===== src/rtl/if_id_queue.sv =====
// IF/ID stage with a DEPTH-entry FIFO between fetch and decode, so IF keeps running while ID stalls.
// Optional empty-queue bypass (1-cycle IF->ID latency) is enabled by defining IF_ID_QUEUE_BYPASS_EN.
module if_id_queue #(
  parameter int ADDR_W = 32,
  parameter int INST_W = 32,
  parameter int EXC_W  = 32,
  parameter int DEPTH  = 4
) (
  input  logic                       clk,
  input  logic                       rst,
  input  logic                       flush,
  input  logic                       in_valid,
  output logic                       in_ready,
  input  logic [ADDR_W-1:0]          if_pc,
  input  logic [INST_W-1:0]          if_inst,
  input  logic [EXC_W-1:0]           if_excepttype,
  input  logic                       if_isbubble,
  input  logic                       id_stall,
  output logic [ADDR_W-1:0]          id_pc,
  output logic [INST_W-1:0]          id_inst,
  output logic [EXC_W-1:0]           id_excepttype,
  output logic                       id_isbubble,
  output logic                       id_valid,
  output logic [$clog2(DEPTH+1)-1:0] count
);

  localparam int CNT_W = $clog2(DEPTH + 1);
  localparam int PTR_W = $clog2(DEPTH);
  localparam int ENT_W = ADDR_W + INST_W + EXC_W + 1;

  logic [ENT_W-1:0]  r_mem [DEPTH];
  logic [PTR_W-1:0]  r_rd_ptr;
  logic [PTR_W-1:0]  r_wr_ptr;
  logic [CNT_W-1:0]  r_count;

  logic [ADDR_W-1:0] r_id_pc;
  logic [INST_W-1:0] r_id_inst;
  logic [EXC_W-1:0]  r_id_exc;
  logic              r_id_isbubble;
  logic              r_id_valid;

  logic              w_in_ready;
  logic              w_empty;
  logic              w_accept;
  logic              w_bypass;
  logic              w_push;
  logic              w_pop;
  logic [ENT_W-1:0]  w_wr_entry;
  logic [ENT_W-1:0]  w_head;

  // Full queue never accepts, even when ID pops in the same cycle.
  assign w_in_ready = !rst && (r_count < CNT_W'(DEPTH));
  assign w_empty    = (r_count == '0);
  assign w_accept   = in_valid && w_in_ready && !flush;

`ifdef IF_ID_QUEUE_BYPASS_EN
  assign w_bypass = w_accept && !id_stall && w_empty;
`else
  assign w_bypass = 1'b0;
`endif

  assign w_push     = w_accept && !w_bypass;
  assign w_pop      = !rst && !flush && !id_stall && !w_empty;
  assign w_wr_entry = {if_isbubble, if_excepttype, if_inst, if_pc};
  assign w_head     = r_mem[r_rd_ptr];

  // Storage has no reset so it maps onto plain RAM; validity lives in r_count.
  always_ff @(posedge clk) begin
    if (w_push) begin
      r_mem[r_wr_ptr] <= w_wr_entry;
    end
  end

  always_ff @(posedge clk) begin
    if (rst || flush) begin
      r_rd_ptr <= '0;
      r_wr_ptr <= '0;
      r_count  <= '0;
    end else begin
      if (w_push) r_wr_ptr <= r_wr_ptr + PTR_W'(1);
      if (w_pop)  r_rd_ptr <= r_rd_ptr + PTR_W'(1);
      r_count <= r_count + CNT_W'(w_push) - CNT_W'(w_pop);
    end
  end

  always_ff @(posedge clk) begin
    if (rst) begin
      r_id_pc       <= '0;
      r_id_inst     <= '0;
      r_id_exc      <= '0;
      r_id_isbubble <= 1'b0;
      r_id_valid    <= 1'b0;
    end else if (flush) begin
      r_id_pc       <= '0;
      r_id_inst     <= '0;
      r_id_exc      <= '0;
      r_id_isbubble <= 1'b1;
      r_id_valid    <= 1'b0;
    end else if (id_stall) begin
      r_id_pc       <= r_id_pc;
      r_id_inst     <= r_id_inst;
      r_id_exc      <= r_id_exc;
      r_id_isbubble <= r_id_isbubble;
      r_id_valid    <= r_id_valid;
    end else if (w_pop) begin
      {r_id_isbubble, r_id_exc, r_id_inst, r_id_pc} <= w_head;
      r_id_valid <= 1'b1;
    end else if (w_bypass) begin
      r_id_pc       <= if_pc;
      r_id_inst     <= if_inst;
      r_id_exc      <= if_excepttype;
      r_id_isbubble <= if_isbubble;
      r_id_valid    <= 1'b1;
    end else begin
      r_id_pc       <= '0;
      r_id_inst     <= '0;
      r_id_exc      <= '0;
      r_id_isbubble <= 1'b1;
      r_id_valid    <= 1'b0;
    end
  end

  assign in_ready      = w_in_ready;
  assign id_pc         = r_id_pc;
  assign id_inst       = r_id_inst;
  assign id_excepttype = r_id_exc;
  assign id_isbubble   = r_id_isbubble;
  assign id_valid      = r_id_valid;
  assign count         = r_count;

endmodule


===== config.mk =====
export PLATFORM = sky130hd
export DESIGN_NAME = if_id_queue
export DESIGN_NICKNAME = d
export VERILOG_FILES = /design/src/rtl/if_id_queue.sv
export SDC_FILE = /design/constraint.sdc
export NUM_CORES = 1
export LEC_CHECK = 0
export CORE_MARGIN = 5
export CORE_UTILIZATION = 58
export CTS_BUF_LIST = sky130_fd_sc_hd__clkbuf_4 sky130_fd_sc_hd__clkbuf_8
export DETAILED_ROUTE_END_ITERATION = 10
export PLACE_DENSITY = 0.82
export SKIP_LAST_GASP = 1
export SLEW_MARGIN = 0
export SYNTH_ARGS = -nofsm -noshare
export SYNTH_HDL_FRONTEND = slang
export SYNTH_SLANG_ARGS = --single-unit

===== constraint.sdc =====
create_clock -name clk -period 4.7 [get_ports clk]
set_clock_uncertainty 0.1 [all_clocks]
set_input_delay 0.705 -clock clk [delete_from_list [all_inputs] [get_ports clk]]
set_output_delay 0.705 -clock clk [all_outputs]
set_load 0.1 [all_outputs]

**Word-level counts from Yosys, hierarchy flattened**

Memories as Yosys holds them, arrays and structs flattened. A register that Yosys moved wholly into a read port is not among the register bits.
Cells that the tools add are included.

- Register bits after elaboration: 105
- Memory bits (writable): 388
- Input port bits: 102
- Output and inout bits: 102
- Word-level logic and storage cells: 39
- Memories kept: 1

Memory list:

| name | words | width | rd ports | clocked after memory_dff | write ports | RTL line | RTL |
|---|---|---|---|---|---|---|---|
| r_mem | 4 | 97 | 1 | 1 | 1 | 31 | `logic [ENT_W-1:0] r_mem [DEPTH];` |

- Add/subtract/negate cells: 4
- $lt $le $gt $ge: 1
- Eq/ne operators: 1
- Muxes and demuxes: 11
- Reduce and logical (&&, ||, !) cells: 13

Operators by type and width:

| cell | count |
|---|---|
| $mux W32 | 3 |
| $logic_and A1 B1 Y1 | 6 |
| $mux W1 | 6 |
| $add A2 B1 Y2 const B | 2 |
| $logic_not A1 Y1 | 4 |
| $mux W2 | 2 |
| $add A3 B1 Y3 | 1 |
| $logic_not A3 Y1 | 1 |
| $lt A3 B3 Y1 const B | 1 |
| $sub A3 B1 Y3 | 1 |
| $ne A2 B2 Y1 const B | 1 |
| $reduce_or A2 Y1 | 1 |
| $logic_or A1 B1 Y1 | 1 |

**Logic depth before layout (Yosys ltp)**

Gate-level depths: netlist of run 1.

- Depth in word-level cells: 7
- Gate-level depth with buffers: 11
- Depth with buffers taken out: 10

**Worst setup path before layout of run 1**

No wires, ideal clock.

- Path kind: reg2reg
- From: register r_count[2], in the netlist count[2]
- To: memory r_mem[0][0] (netlist name), enable pin
- Setup time: 0.467 ns
- Data arrival time: 3.470 ns
- Data required time: 4.133 ns
- Setup slack: 0.663 ns
- Stages on the path, launching flop included: 4
- Buffers on the path: 1
- Clock period less this slack: 4.037 ns
- Cells stage by stage: dfxtp_1 nor2b_1 clkbuf_1 and3_1

- Word-level cells in the longest chain between the ends: 6

RTL lines:

| item | RTL line | RTL |
|---|---|---|
| from (decl) | 34 | `logic [CNT_W-1:0] r_count;` |
| from (signal assigned) | 82 | `r_count <= r_count + CNT_W'(w_push) - CNT_W'(w_pop);` |
| $lt A3 B3 Y1 | 52 | `assign w_in_ready = !rst && (r_count < CNT_W'(DEPTH));` |
| $logic_and A1 B1 Y1 | 52 |  |
| $logic_and A1 B1 Y1 (2 in series) | 54 | `assign w_accept = in_valid && w_in_ready && !flush;` |
| $mux W1 | 69 | `if (w_push) begin` |
| $mux W1 (not written as such) | 70 | `r_mem[r_wr_ptr] <= w_wr_entry;` |
| to (decl) | 31 |  |

No other way between the ends.

**Worst setup path after layout of run 1**

- From: input port rst
- To: output port in_ready

- Word-level cells in the longest chain between the ends: 2

RTL lines:

| item | RTL line | RTL |
|---|---|---|
| from (decl) | 10 | `input logic rst,` |
| $logic_not A1 Y1 | 52 |  |
| $logic_and A1 B1 Y1 | 52 |  |
| to (decl) | 13 | `output logic in_ready,` |

No other way between the ends.

==> metrics.md, run 1 <==
| Metric | Value |
|---|---|
| Endpoint arrival time on the critical path | 2.47 ns |
| Number of H-tree branching levels | 3 |
| Mapped Area | 17400 um2 |
| Antenna violations before repair | 1 |
| Slew of the pin with the lowest slew margin | 1.05 ns |
| DR vias/cell | 5.82 |
| Inserted Clock Buffers | 75 |
| Post-detailed-placement half-perimeter wirelength | 20600 um |
| Net Sw Power | 1.71 mW |
| Synthesized-area fraction occupied by ao, oa, aoi and oai cells | 5.05% |
| Post-Synthesis Mean Instance Area | 22.4 um2 |
| Final clock period utilization by the worst path | 69.7% |
| Footprint of the multi-input gates | 3370 um2 |
| Maximum fanout along the worst path | 5 |
| CP required | 3.89 ns |
| Buffer depth of the longest clock path | 3 |
| Row Count | 63 |
| Syn Inst Count | 778 |
| Count of nets left with antenna violations after detail routing | 0 |
| Number of I/O pins | 204 |
| Fraction of post-synthesis cell area in the top cell type by area | 66.8% |
| Die ar. | 33600 um2 |
| Signed area change from the synthesized netlist to the final layout | 22.9% |
| Final routed wirelength across all metal layers | 34400 um |
| Synthesis Warnings | 0 |
| Hold Fails Final Rpt | 0 |
| Port buffer count | 203 |
| Quantity of hold-fixing buffers added after cts | 0 |
| TNS Setup | 0 ns |
| Clock insertion delay at the later pin of the skew report | 0.57 ns |
| Cell type with the highest aggregate area in the netlist | edfxtp_1 |
| Worst vdd rail ir drop | 0.000242 V |
| Number of distinct library cells after synthesis | 32 |
| Tmin final | 3.28 ns |
| Share of async-settable or async-resettable flops after synthesis | 0% |
| Slew HR | 29.9% |
| Share of the core filled with cells | 72.3% |
| Largest family of logic cells by synthesized area | multiplexers |
| Highest Clock Rate | 0.305 GHz |
| Final count of negative-setup-slack endpoints | 0 |
| CP endpoint kind | output port |
| Part of the power in registers | 56.0% |
| Gp weighted congestion | 0.716 |
| Leakage | 6.96 nW |
| Post-synthesis xor/xnor area fraction | 0.151% |
| Adder-Cell Fraction of Synth Area | 0.545% |
| Portion of netlist area occupied by mux cells | 12.6% |
| Horiz. Die Dim | 183 um |
| Placeable core region | 29600 um2 |
| Hold Crit Depth | 1 |
| Net Sw Frac | 20.1% |
| Result of the run | finished, final reports clean |
| Net count after synthesis | 887 |
| Vias in the first global route | 9242 |
| Starting Density | 58.8% |
| Post-CTS setup buffer count | 0 |
| Sum of overflow across all layers after global routing | 0 |
| Fraction of power consumed by the clock network | 40.9% |
| Slew Viols, Final | 0 |
| Post-CTS clock slew at the launch and capture registers of the worst setup and hold paths | 0.06 ns |
| Area taken by flip-flops and latches | 13800 um2 |
| Maximum number of pins on one net before global-route repair | 70 |
| Logic gate share of total power | 3.1% |
| Total of flip-flops plus latches after synthesis | 495 |
| Overall via count from detail_route | 8629 |
| Power per cell area | 397 nW/um2 |
| Layout cells sized above 1 | 23.1% |
| Primary FF master, synth | edfxtp_1 |
| Final Net Count | 1138 |
| Clock Sinks | 495 |
| DRC violations left | 0 |
| Simple-gate share of the synthesized area | 0.839% |
| Tot GR Track Use | 20.5% |
| Routed wire per std cell | 23.2 um |
| Number of max-cap violations | 0 |
| Cells on worst reg2reg path | 10 |
| Chip height | 183 um |
| Fill cell total of the finished layout | 1754 |
| Hold Crit Class | flip-flop to flip-flop |
| Cell with the most instances after synthesis | edfxtp_1 |
| Area contributors post-synth | edfxtp_1, mux4_2, dfxtp_1 |
| Post-synthesis sequential area ratio | 79.1% |
| Internal power of the cells | 6.81 mW |
| # resized after CTS | 0 |
| Type of origin of the critical path | input port |
| Clock tree from TritonCTS | yes |
| Drt first pass iters | 5 |
| Setup repair after global routing missed its margin | false |
| Root buf cell | clkbuf_8 |
| Worst Slack Setup Final | 1.42 ns |
| Commonest cells in the netlist | edfxtp_1, dfxtp_1, mux4_2, a22o_1, buf_2 |
| Global-route wire length before repair | 53100 um |
| Number of enable flip-flop cells after synthesis | 388 |
| Post-place setup slack | 1.30 ns |
| CP Class | input port to output port |
| Starting DRT DRC Count | 618 |
## critical path, stage by stage
cell	delay [ns]
clkdlybuf4s50_1	0.49
nor2_1	0.12
clkdlybuf4s50_1	1.15
## power groups by stage
stage / sequential, mW / clock (mW) / combinational [mW]
2_1_floorplan: 4.90 / 0 / 0.0694
3_3_place_gp: 4.86 / 0 / 0.253
3_5_place_dp: 4.86 / 0 / 0.262
4_1_cts: 4.77 / 3.56 / 0.263
5_1_grt: 4.77 / 3.78 / 0.277
6_report: 4.77 / 3.48 / 0.262
## cell families after synthesis
logic type	Yosys count
buffers and inverters	51
AND/OR/NAND/NOR	22
flip-flops	495
multiplexers	98
AO/OA/AOI/OAI	102
XOR/XNOR	3
adder cells (fa/ha/maj)	7
## cell type report
class / instances / share of cell area [%]
sequential: 495 / 64.4
multi-input combinational: 232 / 15.7
clock buffer: 115 / 6.60
clock inverter: 23 / 0.554
antenna: 2 / 0.0233
timing repair buffer: 218 / 10.4
inverter: 7 / 0.123
tap: 390 / 2.28
## state kept, by name, indices dropped and copies added (netlist names), named ones only
signal         cells
count              3
id_excepttype     32
id_inst           32
id_isbubble        1
id_pc             32
id_valid           1
r_mem            388
r_rd_ptr           2
r_wr_ptr           2
## layer usage
layer  track usage (%)  part of all wire, %  vias to the layer above
met5                 0                0.035                        -
met4              4.92                  1.3                        2
met3              5.00                  7.3                       39
met2              33.7                   50                      327
met1              28.4                   41                     4484
li1                  -                    -                     3777
## cells in the final DEF, fill, tap and decap left out, types with 2 or more instances in the layout
cell,synthesis,final
clkinv_2,0,9
a21oi_1,2,2
a22o_1,96,96
inv_1,7,7
buf_12,3,6
xnor2_1,3,3
inv_6,0,2
nor3_1,2,2
ha_1,6,6
dfxtp_4,0,2
nor2_1,4,4
dfxtp_1,107,105
clkbuf_8,0,88
clkinv_1,0,10
clkdlybuf4s50_1,0,203
diode_2,0,2
and3_4,0,4
and2_1,4,3
buf_4,4,9
edfxtp_1,388,388
clkbuf_4,0,27
mux4_2,97,97
## per-stage QoR
step	power, mW	instances	hold slack, ns	cell area (um2)
6_report	8.52	1482	0.356	21400
5_1_grt	8.82	1480	0.382	21400
4_1_cts	8.60	1480	0.357	21400
3_5_place_dp	5.13	1342	0.342	19900
3_3_place_gp	5.11	1342	0.336	19900
2_1_floorplan	4.97	778	0.330	17400
## final timing paths
kind | startpoint | end | slack (ns)
setup / recovery | rst | in_ready | 1.42
hold reg to reg | id_valid | id_valid | 0.36
setup reg to reg | count[2] | count[2] | 2.07
hold / removal | id_valid | id_valid | 0.36
Power figures use the tool's default switching activity.
==> run 2: changes to the inputs <==
--- a/config.mk
+++ b/config.mk
@@ -6,10 +6,10 @@
 export NUM_CORES = 1
 export LEC_CHECK = 0
 export CORE_MARGIN = 5
-export CORE_UTILIZATION = 58
+export CORE_UTILIZATION = 52
 export CTS_BUF_LIST = sky130_fd_sc_hd__clkbuf_4 sky130_fd_sc_hd__clkbuf_8
 export DETAILED_ROUTE_END_ITERATION = 10
-export PLACE_DENSITY = 0.82
+export PLACE_DENSITY = 0.78
 export SKIP_LAST_GASP = 1
 export SLEW_MARGIN = 0
 export SYNTH_ARGS = -nofsm -noshare
==> constraint.sdc (replaced) <==
create_clock -name clk -period 2.7 [get_ports clk]
set_clock_uncertainty 0.1 [all_clocks]
set_input_delay 0.405 -clock clk [delete_from_list [all_inputs] [get_ports clk]]
set_output_delay 0.405 -clock clk [all_outputs]
set_load 0.1 [all_outputs]
==> metrics.md, run 2 (same netlist as run 1, synthesis figures left out) <==
| Metric | Value |
|---|---|
| Largest register FFs | 388 (unchanged) |
| Final count of negative-setup-slack endpoints | 0 (unchanged) |
| Final clock period utilization by the worst path | 83.4% |
| Die ar. | 37300 um2 (was 33600 um2) |
| Layout cells sized above 1 | 34.6% (was 23.1%) |
| Clock tree from TritonCTS | yes (unchanged) |
| Antenna violations before repair | 4 (was 1) |
| List of cells traversed by the critical path | nor3_4 > nor2_4 > ha_1 > inv_1 > ha_1 > fa_1 > xnor2_1 > xnor2_1 > nor2_1 (was clkdlybuf4s50_1 > nor2_1 > clkdlybuf4s50_1) |
| Final Total Pwr | 15.2 mW (was 8.52 mW) |
| Clock insertion delay at the later pin of the skew report | 0.57 ns (about the same) |
| Port buffer count | 203 (unchanged) |
| Number of I/O pins | 204 (unchanged) |
| Buffer depth of the longest clock path | 3 (unchanged) |
| Most frequent cells in the layout | edfxtp_1, buf_4, dfxtp_1 (was edfxtp_1, clkdlybuf4s50_1, dfxtp_1) |
| Count of nets left with antenna violations after detail routing | 0 (unchanged) |
| Power per cell area | 701 nW/um2 (was 397 nW/um2) |
| Tot GR Track Use | 18.5% (was 20.5%) |
| Final Net Count | 1160 (was 1138) |
| Result of the run | finished, final reports clean (unchanged) |
| Maximum fanout along the worst path | 6 (was 5) |
| Post-detailed-placement half-perimeter wirelength | 20100 um (was 20600 um) |
| # resized after CTS | 0 (unchanged) |
| Starting DRT DRC Count | 445 (was 618) |
| Overall via count from detail_route | 8627 (was 8629) |
| Row Count | 67 (was 63) |
| Global-route wire length before repair | 52500 um (was 53100 um) |
| Number of max-cap violations | 0 (unchanged) |
| Internal power of the cells | 12.2 mW (was 6.81 mW) |
| DRC violations left | 0 (unchanged) |
| Leakage | 7.35 nW (was 6.96 nW) |
| Endpoint arrival time on the critical path | 2.61 ns (was 2.47 ns) |
| Post-CTS clock slew at the launch and capture registers of the worst setup and hold paths | 0.06 ns (about the same) |
| Hold Crit Class | flip-flop to flip-flop (unchanged) |
| Crit-path slowest cell | fa_1 (was clkdlybuf4s50_1) |
| Part of the power in registers | 54.8% (was 56.0%) |
| Vias in the first global route | 9336 (was 9242) |
| Tmin final | 2.25 ns |
| Worst vdd rail ir drop | 0.000463 V (was 0.000242 V) |
| Slew of the pin with the lowest slew margin | 0.521 ns (was 1.05 ns) |
| Fraction of power consumed by the clock network | 42.2% (was 40.9%) |
| CP Class | flip-flop to flip-flop (was input port to output port) |
| Share of the core filled with cells | 65.0% (was 72.3%) |
| Placeable core region | 33300 um2 (was 29600 um2) |
| Signed area change from the synthesized netlist to the final layout | 24.0% (was 22.9%) |
| Starting Density | 52.4% (was 58.8%) |
| Clock Sinks | 495 (unchanged) |
| Number of H-tree branching levels | 3 (unchanged) |
| Slew Viols, Final | 0 (unchanged) |
| Routed wire per std cell | 21.9 um (was 23.2 um) |
| Hold Fails Final Rpt | 0 (unchanged) |
| Fill cell total of the finished layout | 2227 (was 1754) |
| Highest Clock Rate | 0.444 GHz |
| Post-CTS setup buffer count | 0 (unchanged) |
| Register-to-Register Setup Slack | 0.45 ns (was 2.07 ns) |
| Quantity of hold-fixing buffers added after cts | 0 (unchanged) |
| Drt first pass iters | 5 (unchanged) |
| Maximum number of pins on one net before global-route repair | 61 (was 70) |
| Slowest stage delay, CP | 0.40 ns (was 1.15 ns) |
| Register with the most flip-flops | r_mem (unchanged) |
| Horiz. Die Dim | 193 um (was 183 um) |
| Gp weighted congestion | 0.706 (was 0.716) |
| Sum of overflow across all layers after global routing | 0 (unchanged) |
| Type of origin of the critical path | flip-flop (was input port) |
| Chip height | 193 um (was 183 um) |
| Logic gate share of total power | 3.0% (was 3.1%) |
| Slew HR | 65.2% (was 29.9%) |
| CP required | 3.05 ns (was 3.89 ns) |
| Net Sw Power | 3.00 mW (was 1.71 mW) |
| Most common cell after layout, fill and taps aside | edfxtp_1 (unchanged) |
| Net Sw Frac | 19.8% (was 20.1%) |
| CP endpoint kind | flip-flop (was output port) |
| Setup repair after global routing missed its margin | false (unchanged) |
| Final routed wirelength across all metal layers | 34200 um (was 34400 um) |
| DR vias/cell | 5.51 (was 5.82) |
| Root buf cell | clkbuf_8 (unchanged) |
| Inserted Clock Buffers | 80 (was 75) |
run 2: cell types whose count changed in the layout (fill, tap and decap cells not counted):
cell             before  now
clkdlybuf4s50_1     203  101
buf_4                 9  118
buf_12                6   16
dfxtp_2               0    3
inv_8                 1    0
inv_6                 2    1
dfxtp_1             105  102
clkbuf_8             88   94
clkinv_1             10    7
clkbuf_4             27   35
run 2: cell type report:
class	count	area (um2)	area share, %
diodes	2	5.00	0.0231
clock buffers	129	1560	7.20
clock inverters	18	87.6	0.405
inverters	7	26.3	0.122
multi-input cells	232	3370	15.6
flip-flops and latches	495	13800	63.8
well taps	448	561	2.59
repair buffers	235	2220	10.3
run 2: power by group through the flow:
stage	clock network, mW	logic (mW)	registers, mW
2_1_floorplan	0	0.121	8.52
3_3_place_gp	0	0.448	8.46
3_5_place_dp	0	0.461	8.47
4_1_cts	6.60	0.463	8.31
5_1_grt	6.96	0.487	8.31
6_report	6.39	0.458	8.31
run 2: routing by layer:
| metal | wire length, um | GRT usage (%) | up-vias |
|---|---|---|---|
| met4 | 599 | 5.88 | 4 |
| met3 | 2470 | 4.74 | 56 |
| met5 | 14 | 0 | - |
| li1 | - | - | 3820 |
| met1 | 14000 | 24.4 | 4459 |
| met2 | 17100 | 30.6 | 288 |
run 2: worst max-delay path: cells and delay by family, from the launching register on:
family / cells / cell delay [ns]
and+or+nand+nor: 3 / 0.45
xor gates and xnor gates: 2 / 0.33
DFF: 1 / 0.36
adders and majority gates: 3 / 0.86
buffers and inverters: 1 / 0.04
run 2: path summary, 6_finish.rpt:
kind / from / to / depth (start not counted)
min: r_rd_ptr[1] / flip-flop / 1
max: count[2] / count[2] / 9
min reg2reg: r_rd_ptr[1] / flip-flop / 1
max reg2reg: count[2] / count[2] / 9
run 2: stage by stage:
step / setup WS [ns] / area [um2] / setup TNS [ns] / std cells / hold slack, ns
after floorplan: -0.0000147 / 17400 / -0.00569 / 778 / 0.330
after global placement: 0.00354 / 20000 / 0 / 1417 / 0.340
after detailed placement: -0.0367 / 20000 / -0.0367 / 1417 / 0.341
after CTS: 0.435 / 21600 / 0 / 1564 / 0.301
after global routing: 0.289 / 21600 / 0 / 1566 / 0.319
final: 0.448 / 21600 / 0 / 1566 / 0.360
==> run 3: changes to the inputs <==
==> constraint.sdc (replaced) <==
create_clock -name clk -period 1.89 [get_ports clk]
set_clock_uncertainty 0.1 [all_clocks]
set_input_delay 0.2835 -clock clk [delete_from_list [all_inputs] [get_ports clk]]
set_output_delay 0.2835 -clock clk [all_outputs]
set_load 0.1 [all_outputs]
==> metrics.md, run 3 (same netlist as run 1, synthesis figures left out) <==
| Metric | Value |
|---|---|
| Vias in the first global route | 9516 (was 9336) |
| Final routed wirelength across all metal layers | 34800 um (was 34200 um) |
| Tot GR Track Use | 19.2% (was 18.5%) |
| Result of the run | finished with violations (was finished, final reports clean) |
| Horiz. Die Dim | 193 um (unchanged) |
| Final clock period utilization by the worst path | 105% (was 83.4%) |
| Most frequent cells in the layout | edfxtp_1, buf_4, dfxtp_1 (unchanged) |
| Gp weighted congestion | 0.709 (was 0.706) |
| Type of origin of the critical path | flip-flop (unchanged) |
| Signed area change from the synthesized netlist to the final layout | 27.2% (was 24.0%) |
| Count of nets left with antenna violations after detail routing | 0 (unchanged) |
| CP Class | flip-flop to flip-flop (unchanged) |
| Number of max-cap violations | 0 (unchanged) |
| Power per cell area | 981 nW/um2 (was 701 nW/um2) |
| Footprint of the multi-input gates | 3420 um2 (was 3370 um2) |
| Slew of the pin with the lowest slew margin | 0.504 ns (was 0.521 ns) |
| Port buffer count | 203 (unchanged) |
| Post-CTS setup buffer count | 0 (unchanged) |
| Number of I/O pins | 204 (unchanged) |
| Layout cells sized above 1 | 36.3% (was 34.6%) |
| Register-to-Register Setup Slack | -0.09 ns (was 0.45 ns) |
| Share of the core filled with cells | 66.7% (was 65.0%) |
| Failing checks | negative setup slack |
| Highest Clock Rate | 0.505 GHz (was 0.444 GHz) |
| Global-route wire length before repair | 53900 um (was 52500 um) |
| DR vias/cell | 5.44 (was 5.51) |
| Most common cell after layout, fill and taps aside | edfxtp_1 (unchanged) |
| Area taken by flip-flops and latches | 13800 um2 (about the same) |
| TNS Setup | -0.128 ns (was 0 ns) |
| Routed wire per std cell | 22.0 um (was 21.9 um) |
| Starting Density | 52.4% (unchanged) |
| Die ar. | 37300 um2 (unchanged) |
| Register with the most flip-flops | r_mem (unchanged) |
| Clock tree from TritonCTS | yes (unchanged) |
| Antenna violations before repair | 1 (was 4) |
| Maximum number of pins on one net before global-route repair | 61 (unchanged) |
| Worst vdd rail ir drop | 0.000743 V (was 0.000463 V) |
| Endpoint arrival time on the critical path | 2.39 ns (was 2.61 ns) |
| Slew Viols, Final | 0 (unchanged) |
| Antenna diode count | 0 (was 2) |
| Leakage | 7.55 nW (was 7.35 nW) |
| Reg2Reg Launch Point | count[1] (was count[2]) |
| Post-detailed-placement half-perimeter wirelength | 20800 um (was 20100 um) |
| Worst Slack Setup Final | -0.0908 ns (was 0.448 ns) |
| Fill cell total of the finished layout | 2148 (was 2227) |
| Post-CTS clock slew at the launch and capture registers of the worst setup and hold paths | 0.07 ns (was 0.06 ns) |
| Clock insertion delay at the later pin of the skew report | 0.62 ns (was 0.57 ns) |
| Sum of overflow across all layers after global routing | 0 (unchanged) |
| Chip height | 193 um (unchanged) |
| Hold Fails Final Rpt | 0 (unchanged) |
| Clock Sinks | 495 (unchanged) |
| Slew HR | 66.4% (was 65.2%) |
| Hold Crit Class | input port to flip-flop (was flip-flop to flip-flop) |
| Row Count | 67 (unchanged) |
| Setup repair after global routing missed its margin | true (was false) |
| Tmin final | 1.98 ns (was 2.25 ns) |
| Root buf cell | clkbuf_8 (unchanged) |
| Starting DRT DRC Count | 493 (was 445) |
| Number of H-tree branching levels | 3 (unchanged) |
| CP required | 2.30 ns (was 3.05 ns) |
| Final count of negative-setup-slack endpoints | 3 (was 0) |
| Buffer depth of the longest clock path | 3 (unchanged) |
| Final Net Count | 1179 (was 1160) |
| CP endpoint kind | flip-flop (unchanged) |
| Hold Crit Start | flush (was r_rd_ptr[1]) |
| Largest register FFs | 388 (unchanged) |
| Maximum fanout along the worst path | 2 (was 6) |
| Drt first pass iters | 4 (was 5) |
| Inserted Clock Buffers | 80 (unchanged) |
| Placeable core region | 33300 um2 (unchanged) |
| Crit path launch | count[1] (was count[2]) |
| Final hold slack | 0.0119 ns (was 0.360 ns) |
| DRC violations left | 0 (unchanged) |
| Overall via count from detail_route | 8622 (was 8627) |
==> run 3: where the power goes <==
part / internal (mW) / switching (mW)
clock network: 5.18 / 4.02
logic: 0.336 / 0.355
registers: 11.8 / 0.0309
total: 17.4 / 4.41
==> run 3: worst paths after layout <==
check | depth (start not counted) | end
setup / recovery | 9 | count[2]
hold / removal | 3 | id_isbubble
setup reg to reg | 9 | count[2]
hold reg to reg | 1 | id_valid
==> run 3: layout make-up <==
class | count | share of cell area, %
repair buffers | 254 | 12.2
flip-flops and latches | 495 | 62.3
well taps | 448 | 2.53
clock inverters | 27 | 0.761
multi-input cells | 232 | 15.4
clock buffers | 122 | 6.69
inverters | 7 | 0.118
==> run 3: timing repair <==
item / CTS / global route
gates resized for setup: 5 / 3
gates cloned: 0 / 0
hold buffers: 0 / 0
pin swaps: 0 / 3
setup endpoints to repair: 3 / 3
==> run 3: metrics by stage <==
| step | std cells | cell area [um2] | setup slack (ns) | power (mW) |
|---|---|---|---|---|
| after global placement | 1436 | 20500 | -0.717 | 12.8 |
| after detailed placement | 1436 | 20500 | -0.729 | 12.8 |
| after floorplan | 778 | 17500 | -0.398 | 12.3 |
| final | 1585 | 22200 | -0.0908 | 21.8 |
| after global routing | 1585 | 22200 | -0.169 | 22.6 |
| after CTS | 1585 | 22200 | -0.128 | 22.0 |
==> run 3: critical path, stage by stage (launching register included) <==
cell,delay [ns]
dfxtp_4,0.35
nor3_4,0.23
nor2_4,0.06
ha_4,0.26
inv_2,0.03
ha_4,0.14
fa_2,0.35
xnor2_2,0.16
xnor2_1,0.13
nor2_1,0.05
==> run 3: layer usage <==
layer	track usage (%)	part of all wire (%)
met1	24.5	41
met2	31.8	51
met3	4.93	6.1
met4	7.63	2.8
met5	0	0.052
